[src/rtl/axi_bootrom_responder_if.sv]
// AXI4 read/write channel subset plus the synchronous ROM port used by the boot ROM responder.
interface axi_bootrom_responder_if #(
    parameter int unsigned AddrWidth   = 64,
    parameter int unsigned DataWidth   = 64,
    parameter int unsigned IdWidth     = 4,
    parameter int unsigned RomAddrBits = 13
);
    logic                   ar_valid_i;
    logic                   ar_ready_o;
    logic [IdWidth-1:0]     ar_id_i;
    logic [AddrWidth-1:0]   ar_addr_i;
    logic [7:0]             ar_len_i;
    logic [2:0]             ar_size_i;
    logic [1:0]             ar_burst_i;

    logic                   r_valid_o;
    logic                   r_ready_i;
    logic [IdWidth-1:0]     r_id_o;
    logic [DataWidth-1:0]   r_data_o;
    logic [1:0]             r_resp_o;
    logic                   r_last_o;

    logic                   aw_valid_i;
    logic                   aw_ready_o;
    logic [IdWidth-1:0]     aw_id_i;

    logic                   w_valid_i;
    logic                   w_ready_o;
    logic                   w_last_i;

    logic                   b_valid_o;
    logic                   b_ready_i;
    logic [IdWidth-1:0]     b_id_o;
    logic [1:0]             b_resp_o;

    logic                   rom_req_o;
    logic [RomAddrBits-1:0] rom_addr_o;
    logic [DataWidth-1:0]   rom_rdata_i;

    modport slave (
        input  ar_valid_i, ar_id_i, ar_addr_i, ar_len_i, ar_size_i, ar_burst_i,
        output ar_ready_o,
        output r_valid_o, r_id_o, r_data_o, r_resp_o, r_last_o,
        input  r_ready_i,
        input  aw_valid_i, aw_id_i,
        output aw_ready_o,
        input  w_valid_i, w_last_i,
        output w_ready_o,
        output b_valid_o, b_id_o, b_resp_o,
        input  b_ready_i,
        output rom_req_o, rom_addr_o,
        input  rom_rdata_i
    );

    modport master (
        output ar_valid_i, ar_id_i, ar_addr_i, ar_len_i, ar_size_i, ar_burst_i,
        input  ar_ready_o,
        input  r_valid_o, r_id_o, r_data_o, r_resp_o, r_last_o,
        output r_ready_i,
        output aw_valid_i, aw_id_i,
        input  aw_ready_o,
        output w_valid_i, w_last_i,
        input  w_ready_o,
        input  b_valid_o, b_id_o, b_resp_o,
        output b_ready_i
    );

    modport rom (
        input  rom_req_o, rom_addr_o,
        output rom_rdata_i
    );
endinterface

[src/rtl/axi_bootrom_responder.sv]
// AXI4 responder for the boot ROM: reads become one ROM access per beat, writes are drained and refused.
module axi_bootrom_responder #(
    parameter int unsigned AddrWidth   = 64,
    parameter int unsigned DataWidth   = 64,
    parameter int unsigned IdWidth     = 4,
    parameter logic [63:0] RomBase     = 64'h1_0000,
    parameter logic [63:0] RomSize     = 64'h1_0000,
    parameter int unsigned RomAddrBits = 13
) (
    input logic                    clk_i,
    input logic                    rst_ni,
    axi_bootrom_responder_if.slave bus
);
    localparam logic [AddrWidth-1:0] RomBaseA = AddrWidth'(RomBase);
    localparam logic [AddrWidth-1:0] RomLastOff = AddrWidth'(RomSize - 64'd8);
    localparam logic [1:0] RespOkay = 2'b00;
    localparam logic [1:0] RespSlverr = 2'b10;

    typedef enum logic [1:0] {R_IDLE, R_REQ, R_SEND} rd_state_t;
    typedef enum logic [1:0] {W_IDLE, W_DRAIN, W_RESP} wr_state_t;

    rd_state_t rd_state, rd_state_next;
    wr_state_t wr_state, wr_state_next;

    logic [IdWidth-1:0]   rd_id;
    logic [AddrWidth-1:0] rd_addr;
    logic [7:0]           rd_len;
    logic [2:0]           rd_size;
    logic                 rd_fixed;
    logic                 rd_bad;
    logic [7:0]           beat_cnt;
    logic                 beat_err;
    logic [IdWidth-1:0]   wr_id;

    logic                 ar_hs, r_hs, aw_hs, rd_last;
    logic [AddrWidth-1:0] rom_off, step, next_addr;
    logic                 in_range;
    logic [DataWidth-1:0] beat_data;

    // Below-base addresses wrap to a huge offset, so one unsigned compare covers both bounds.
    assign rom_off   = rd_addr - RomBaseA;
    assign in_range  = (rom_off <= RomLastOff);
    assign step      = {{(AddrWidth-1){1'b0}}, 1'b1} << rd_size;
    assign next_addr = (rd_addr & ~(step - 1'b1)) + step;
    assign rd_last   = (beat_cnt == rd_len);
    assign beat_data = beat_err ? '0 : bus.rom_rdata_i;

    always_ff @(posedge clk_i or negedge rst_ni) begin
        if (!rst_ni) begin
            rd_state <= R_IDLE;
            wr_state <= W_IDLE;
        end else begin
            rd_state <= rd_state_next;
            wr_state <= wr_state_next;
        end
    end

    always_ff @(posedge clk_i or negedge rst_ni) begin
        if (!rst_ni) begin
            rd_id    <= '0;
            rd_addr  <= '0;
            rd_len   <= '0;
            rd_size  <= '0;
            rd_fixed <= 1'b0;
            rd_bad   <= 1'b0;
            beat_cnt <= '0;
            beat_err <= 1'b0;
            wr_id    <= '0;
        end else begin
            if (ar_hs) begin
                rd_id    <= bus.ar_id_i;
                rd_addr  <= bus.ar_addr_i;
                rd_len   <= bus.ar_len_i;
                rd_size  <= bus.ar_size_i;
                rd_fixed <= (bus.ar_burst_i == 2'b00);
                rd_bad   <= bus.ar_burst_i[1] | bus.ar_size_i[2];
                beat_cnt <= '0;
                beat_err <= 1'b0;
            end
            if (rd_state == R_REQ) begin
                beat_err <= rd_bad | ~in_range;
            end
            if (r_hs && !rd_last) begin
                beat_cnt <= beat_cnt + 8'd1;
                if (!rd_fixed) begin
                    rd_addr <= next_addr;
                end
            end
            if (aw_hs) begin
                wr_id <= bus.aw_id_i;
            end
        end
    end

    // Read side: one ROM request per beat, then hold the beat until the initiator takes it.
    always_comb begin
        rd_state_next  = rd_state;
        ar_hs          = 1'b0;
        r_hs           = 1'b0;
        bus.ar_ready_o = 1'b0;
        bus.rom_req_o  = 1'b0;
        bus.rom_addr_o = '0;
        bus.r_valid_o  = 1'b0;
        bus.r_id_o     = '0;
        bus.r_data_o   = '0;
        bus.r_resp_o   = RespOkay;
        bus.r_last_o   = 1'b0;
        unique case (rd_state)
            R_IDLE: begin
                bus.ar_ready_o = 1'b1;
                ar_hs = bus.ar_valid_i;
                if (bus.ar_valid_i) begin
                    rd_state_next = R_REQ;
                end
            end
            R_REQ: begin
                if (!rd_bad && in_range) begin
                    bus.rom_req_o  = 1'b1;
                    bus.rom_addr_o = rom_off[RomAddrBits+2:3];
                end
                rd_state_next = R_SEND;
            end
            R_SEND: begin
                bus.r_valid_o = 1'b1;
                bus.r_id_o    = rd_id;
                bus.r_data_o  = beat_data;
                bus.r_resp_o  = beat_err ? RespSlverr : RespOkay;
                bus.r_last_o  = rd_last;
                r_hs = bus.r_ready_i;
                if (bus.r_ready_i) begin
                    rd_state_next = rd_last ? R_IDLE : R_REQ;
                end
            end
            default: rd_state_next = R_IDLE;
        endcase
    end

    // Write side: swallow the whole burst, then answer SLVERR.
    always_comb begin
        wr_state_next  = wr_state;
        aw_hs          = 1'b0;
        bus.aw_ready_o = 1'b0;
        bus.w_ready_o  = 1'b0;
        bus.b_valid_o  = 1'b0;
        bus.b_id_o     = '0;
        bus.b_resp_o   = RespOkay;
        unique case (wr_state)
            W_IDLE: begin
                bus.aw_ready_o = 1'b1;
                aw_hs = bus.aw_valid_i;
                if (bus.aw_valid_i) begin
                    wr_state_next = W_DRAIN;
                end
            end
            W_DRAIN: begin
                bus.w_ready_o = 1'b1;
                if (bus.w_valid_i && bus.w_last_i) begin
                    wr_state_next = W_RESP;
                end
            end
            W_RESP: begin
                bus.b_valid_o = 1'b1;
                bus.b_id_o    = wr_id;
                bus.b_resp_o  = RespSlverr;
                if (bus.b_ready_i) begin
                    wr_state_next = W_IDLE;
                end
            end
            default: wr_state_next = W_IDLE;
        endcase
    end
endmodule

[src/flat_wrapper.sv]
// flat-port wrapper written by rule: the top's interface ports become plain ports
module axi_bootrom_responder_flat 
#(
    parameter int unsigned AddrWidth   = 64,
    parameter int unsigned DataWidth   = 64,
    parameter int unsigned IdWidth     = 4,
    parameter logic [63:0] RomBase     = 64'h1_0000,
    parameter logic [63:0] RomSize     = 64'h1_0000,
    parameter int unsigned RomAddrBits = 13
)
  (clk_i, rst_ni, bus_ar_valid_i, bus_ar_id_i, bus_ar_addr_i, bus_ar_len_i, bus_ar_size_i, bus_ar_burst_i, bus_ar_ready_o, bus_r_valid_o, bus_r_id_o, bus_r_data_o, bus_r_resp_o, bus_r_last_o, bus_r_ready_i, bus_aw_valid_i, bus_aw_id_i, bus_aw_ready_o, bus_w_valid_i, bus_w_last_i, bus_w_ready_o, bus_b_valid_o, bus_b_id_o, bus_b_resp_o, bus_b_ready_i, bus_rom_req_o, bus_rom_addr_o, bus_rom_rdata_i);
  axi_bootrom_responder_if #(.AddrWidth(AddrWidth), .DataWidth(DataWidth), .IdWidth(IdWidth), .RomAddrBits(RomAddrBits)) bus_i ();
  input logic clk_i;
  input logic rst_ni;
  input wire logic [$bits(bus_i.ar_valid_i)-1:0] bus_ar_valid_i;
  input wire logic [$bits(bus_i.ar_id_i)-1:0] bus_ar_id_i;
  input wire logic [$bits(bus_i.ar_addr_i)-1:0] bus_ar_addr_i;
  input wire logic [$bits(bus_i.ar_len_i)-1:0] bus_ar_len_i;
  input wire logic [$bits(bus_i.ar_size_i)-1:0] bus_ar_size_i;
  input wire logic [$bits(bus_i.ar_burst_i)-1:0] bus_ar_burst_i;
  output wire logic [$bits(bus_i.ar_ready_o)-1:0] bus_ar_ready_o;
  output wire logic [$bits(bus_i.r_valid_o)-1:0] bus_r_valid_o;
  output wire logic [$bits(bus_i.r_id_o)-1:0] bus_r_id_o;
  output wire logic [$bits(bus_i.r_data_o)-1:0] bus_r_data_o;
  output wire logic [$bits(bus_i.r_resp_o)-1:0] bus_r_resp_o;
  output wire logic [$bits(bus_i.r_last_o)-1:0] bus_r_last_o;
  input wire logic [$bits(bus_i.r_ready_i)-1:0] bus_r_ready_i;
  input wire logic [$bits(bus_i.aw_valid_i)-1:0] bus_aw_valid_i;
  input wire logic [$bits(bus_i.aw_id_i)-1:0] bus_aw_id_i;
  output wire logic [$bits(bus_i.aw_ready_o)-1:0] bus_aw_ready_o;
  input wire logic [$bits(bus_i.w_valid_i)-1:0] bus_w_valid_i;
  input wire logic [$bits(bus_i.w_last_i)-1:0] bus_w_last_i;
  output wire logic [$bits(bus_i.w_ready_o)-1:0] bus_w_ready_o;
  output wire logic [$bits(bus_i.b_valid_o)-1:0] bus_b_valid_o;
  output wire logic [$bits(bus_i.b_id_o)-1:0] bus_b_id_o;
  output wire logic [$bits(bus_i.b_resp_o)-1:0] bus_b_resp_o;
  input wire logic [$bits(bus_i.b_ready_i)-1:0] bus_b_ready_i;
  output wire logic [$bits(bus_i.rom_req_o)-1:0] bus_rom_req_o;
  output wire logic [$bits(bus_i.rom_addr_o)-1:0] bus_rom_addr_o;
  input wire logic [$bits(bus_i.rom_rdata_i)-1:0] bus_rom_rdata_i;
  assign bus_i.ar_valid_i = bus_ar_valid_i;
  assign bus_i.ar_id_i = bus_ar_id_i;
  assign bus_i.ar_addr_i = bus_ar_addr_i;
  assign bus_i.ar_len_i = bus_ar_len_i;
  assign bus_i.ar_size_i = bus_ar_size_i;
  assign bus_i.ar_burst_i = bus_ar_burst_i;
  assign bus_ar_ready_o = bus_i.ar_ready_o;
  assign bus_r_valid_o = bus_i.r_valid_o;
  assign bus_r_id_o = bus_i.r_id_o;
  assign bus_r_data_o = bus_i.r_data_o;
  assign bus_r_resp_o = bus_i.r_resp_o;
  assign bus_r_last_o = bus_i.r_last_o;
  assign bus_i.r_ready_i = bus_r_ready_i;
  assign bus_i.aw_valid_i = bus_aw_valid_i;
  assign bus_i.aw_id_i = bus_aw_id_i;
  assign bus_aw_ready_o = bus_i.aw_ready_o;
  assign bus_i.w_valid_i = bus_w_valid_i;
  assign bus_i.w_last_i = bus_w_last_i;
  assign bus_w_ready_o = bus_i.w_ready_o;
  assign bus_b_valid_o = bus_i.b_valid_o;
  assign bus_b_id_o = bus_i.b_id_o;
  assign bus_b_resp_o = bus_i.b_resp_o;
  assign bus_i.b_ready_i = bus_b_ready_i;
  assign bus_rom_req_o = bus_i.rom_req_o;
  assign bus_rom_addr_o = bus_i.rom_addr_o;
  assign bus_i.rom_rdata_i = bus_rom_rdata_i;
  axi_bootrom_responder #(.AddrWidth(AddrWidth), .DataWidth(DataWidth), .IdWidth(IdWidth), .RomBase(RomBase), .RomSize(RomSize), .RomAddrBits(RomAddrBits)) u_core (.clk_i(clk_i), .rst_ni(rst_ni), .bus(bus_i));
endmodule
[config.mk]
export PLATFORM = sky130hd
export DESIGN_NAME = axi_bootrom_responder_flat
export DESIGN_NICKNAME = d
export VERILOG_FILES = /design/src/rtl/axi_bootrom_responder_if.sv /design/src/rtl/axi_bootrom_responder.sv /design/src/flat_wrapper.sv
export SDC_FILE = /design/constraint.sdc
export NUM_CORES = 1
export LEC_CHECK = 0
export ABC_AREA = 1
export BUFFER_PORTS_ARGS = -buffer_cell sky130_fd_sc_hd__buf_2
export CAP_MARGIN = 20
export CORE_MARGIN = 5
export CORE_UTILIZATION = 58
export DETAILED_ROUTE_END_ITERATION = 10
export PLACE_DENSITY = 0.87
export SYNTH_ARGS = -nofsm -noshare
export SYNTH_HDL_FRONTEND = slang
export SYNTH_SLANG_ARGS = --single-unit
[constraint.sdc]
create_clock -name clk_i -period 3.8 [get_ports clk_i]
set_input_delay 0.38 -clock clk_i [delete_from_list [all_inputs] [get_ports clk_i]]
set_output_delay 0.38 -clock clk_i [all_outputs]
set_load 0.02 [all_outputs]
==> results_dict.tcl <==
set metrics [dict create \
    synth_cells 1680 \
    core_um2 16400 \
    critical_path_s_most_frequent_cell "nor2_1" \
    clock.fmax_mhz 281 \
    vias 12100 \
    cts_buffer_depth 2 \
    yosys.cell_types.count 48 \
    viasPerCell 5.71 \
    worstRegToRegCells 18 \
    synthesis.area_per_instance_um2 5.71 \
    netlist_area_um2 9590 \
    worst_ep_required_time_ns 3.42 \
    fp.dieH_um 139 \
    detail_route.drc_violations 0 \
    skew_ns 0.0107 \
    syn_to_final_growth_pct 18.3 \
    fp.dieArea_um2 19200 \
    total_power_uw 8070 \
    grt_max_degree 71 \
    ys_async_sr_fraction_pct 100 \
    detailedRoute.firstIterationViolations 1447 \
    max_slew.worst_pin.slew_ns 1.07 \
    vdd_ir_drop_max_v 0.000686 \
    critical_path.n_buffers_inverters 2 \
    final.period_utilization_pct 93.7 \
    crit_path_max_fanout 14 \
    power-per-cell-area_nw_per_um2 711 \
    power.net_switching_uw 4510 \
    detail_route.wirelength_um 38500 \
    cpPeakStageDelay_ns 0.53 \
    ys_seq_area_share_pct 25.6 \
    ioPinCount 253 \
    std_cell_rows 47 \
    cap_violations 0 \
    clockPowerShare_pct 12.9 \
    cts.root.buffer_cell "clkbuf_16" \
    report.final.hold_viol_count 0 \
    ys_warn_count 0 \
    finalMaxSlewViolations 0 \
    yosys.area.top_type "dfrtp_1" \
    setup.worst_path.end "bus_rom_addr_o[12]" \
    grt_pass1_wl_um 60200 \
    yosys_most_used_dff "dfrtp_1" \
    hold_class "in -> reg" \
    final_net_count 2063 \
    worst_setup_hold_path_clk_slew_ns 0.08 \
    final.setup.tns_ns 0 \
    antennaDiodeCount 0 \
    synth_enable_flop_cells 0 \
    dr.pass1.iters 6 \
    ff_to_ff_setup_slack_ns 0.53 \
    floorplan.initialDensity_pct 58.5 \
    cts_tree "yes" \
    cts.htree.levels 3 \
    io_buffer_count 250 \
    outcome "finished, final reports clean" \
    final_setup_violation_count 0 \
    timing.critical_path.depth 15 \
    grt_antenna_before_repair 0 \
    worst_setup_path_end_kind "primary output" \
    max_slew_headroom_pct 28.6 \
    critical_path.cell_chain "nor2_2, nand2_1, nor2_1, nand2_1, nor2_4, nand3b_1, nand2_1, nand3_1, nor2_1, nand4_1, nor2_1, nand3_4, buf_12, nor2_1, buf_2" \
    cp_slowest_cell "dfrtp_1" \
    cellLeakagePower_uw 0.00588 \
    post_synth_main_area_contributors "dfrtp_1 (26%), nand2_1 (25%), nor2_1 (11%), inv_1 (6.8%), xor2_1 (4.7%)" \
    insertion_delay_ns 0.36 \
    detail-route-antenna-nets 0 \
    power_switching_share_pct 55.9 \
    cts_inserted_buffers 9 \
    vias_in_the_first_global_route 11400 \
    global_route.overflow_total 0 \
    clock-sinks 98 \
    regToRegStartpoint "u_core.rd_size[1]$_DFFE_PN0P_" \
    detailed_place_hpwl_um 30200 \
    critPathLaunchType "register" \
    cp-startpoint "u_core.rd_addr[31]$_DFF_PN0_" \
    synth.top_cell.area_share_pct 25.6 \
    gp_routability_congestion 1.03 \
    period_minus_slack_ns 3.56 \
    fp.dieW_um 139 \
    grt_setup_unrepaired "no" \
    ys_ff_latch 98 \
    drt-wirelength-per-cell_um 18.1 \
    power.internal_uw 3560 \
    r2r_end "u_core.rd_addr[34]$_DFF_PN0_" \
    crit_family "simple AND/OR/NAND/NOR gates" \
    pwr-share-comb_pct 59.7 \
    criticalPathCategory "reg -> out" \
    grtUsageTotal_pct 38.7 \
    drive_above_1_share_pct 18.3 \
    arrival_ns 3.18 \
    share_seq_of_total_power_pct 27.5 \
]
==> power by group through the flow <==
stage,registers (uW),logic [uW],clock network [uW]
CTS,2160,4670,1030
global placement,2150,4520,0
detailed placement,2180,4610,0
global route,2260,5300,1070
floorplan,1910,3500,0
finish,2220,4820,1040
==> worst min-delay path by stage <==
stage / startpoint / endpoint / slack [ns] / depth (start not counted)
after floorplan: rst_ni / u_core.beat_cnt[0]$_DFFE_PN0P_ / 0.08 / 0
after global placement: rst_ni / u_core.wr_id[1]$_DFFE_PN0P_ / 0.26 / 1
after detailed placement: rst_ni / u_core.wr_id[1]$_DFFE_PN0P_ / 0.26 / 1
after CTS: bus_ar_len_i[3] / u_core.rd_len[3]$_DFFE_PN0P_ / 0.21 / 3
after global routing: bus_b_ready_i / u_core.wr_state[1]$_DFFE_PN0P_ / 0.22 / 2
final: bus_ar_len_i[3] / u_core.rd_len[3]$_DFFE_PN0P_ / 0.21 / 3
==> through the flow <==
step	hold WS (ns)	cell area, um2	cells	setup WS, ns	utilization [%]
6_report	0.209	11300	2126	0.241	69.2
5_1_grt	0.221	11300	2126	0.0524	69.2
4_1_cts	0.209	11300	2125	0.0781	69.0
3_5_place_dp	0.263	11000	2108	0.478	67.0
3_3_place_gp	0.264	11000	2108	0.426	67.0
2_1_floorplan	0.0844	9600	1681	1.23	-
==> synthesized netlist by cell type (all sizes together), types with 3 or more instances <==
master / count
nor2: 304
nand4: 45
nor3: 39
xnor2: 8
buf: 15
dfrtp: 98
xor2: 51
inv: 182
a21oi: 17
nand3: 72
nand3b: 11
o31ai: 3
clkbuf: 43
o2111ai: 4
o211ai: 13
o21ai: 97
ha: 5
nor4: 14
nand2: 639
==> repair_timing <==
| action | 4_1_cts | 5_1_grt |
|---|---|---|
| hold buffers | 1 | 0 |
| hold endpoints to repair | 18 | 0 |
| setup buffers | 0 | 1 |
| gates resized for setup | 0 | 1 |
| setup endpoints to repair | 0 | 14 |
==> sequential cells by signal, summed over array words and instances (netlist names) <==
| signal | cells |
|---|---|
| u_core.beat_cnt | 8 |
| u_core.beat_err | 1 |
| u_core.rd_addr | 64 |
| u_core.rd_bad | 1 |
| u_core.rd_fixed | 1 |
| u_core.rd_id | 4 |
| u_core.rd_len | 8 |
| u_core.rd_size | 3 |
| u_core.rd_state | 2 |
| u_core.wr_id | 4 |
| u_core.wr_state | 2 |
==> worst reg2reg max path, delay by kind of cell, from the launching register on <==
family	cells	cell delay, ns
and+or+nand+nor	13	1.84
DFF	1	0.46
AOI/OAI and AO/OA	1	0.24
adders and majority gates	1	0.29
buffers and inverters	3	0.31
==> cell type report <==
type                            count  area, um2
Inverter                          184        692
Tap cell                          220        275
Clock inverter                      7       98.8
Fill cell                        1443       5060
Timing Repair Buffer              267       1400
Clock buffer                        9        225
Multi-Input combinational cell   1341       6210
Sequential cell                    98       2450
==> logic make-up after synthesis <==
group | share of synthesized area, %
muxes | 0.104
AOI/OAI and AO/OA | 8.37
other | 0.0391
adders and majority gates | 0.652
xor gates and xnor gates | 5.39
and+or+nand+nor | 49.9
buffers and inverters | 9.96
DFF | 25.6
==> placed cells by master, fill, tap and decap left out, drive strengths merged, types with 2 or more instances in the layout <==
cell type,Yosys,routed
bufinv,0,2
nand3,72,72
nor4,14,14
clkinv,2,5
nand3b,11,11
and3,2,2
clkbuf,43,9
or2,2,2
dfrtp,98,98
nand2,639,639
o22ai,2,2
nor2,304,304
buf,15,266
inv,182,184
o2111ai,4,4
ha,5,5
a21oi,17,17
o21ai,97,97
xor2,51,51
nor3,39,39
o31ai,3,3
xnor2,8,8
nand4,45,45
and2,2,2
o211ai,13,13
conb,1,2
==> metal layers <==
metal,share of wire (%),routed length (um),up-vias,GRT usage (%)
li1,-,-,5717,-
met4,4.9,1870,0,17.1
met5,0,0,-,0
met2,45,17500,782,62.5
met1,38,14800,5504,51.0
met3,11,4370,131,7.00
No activity file was read; power rests on OpenSTA's default activity.
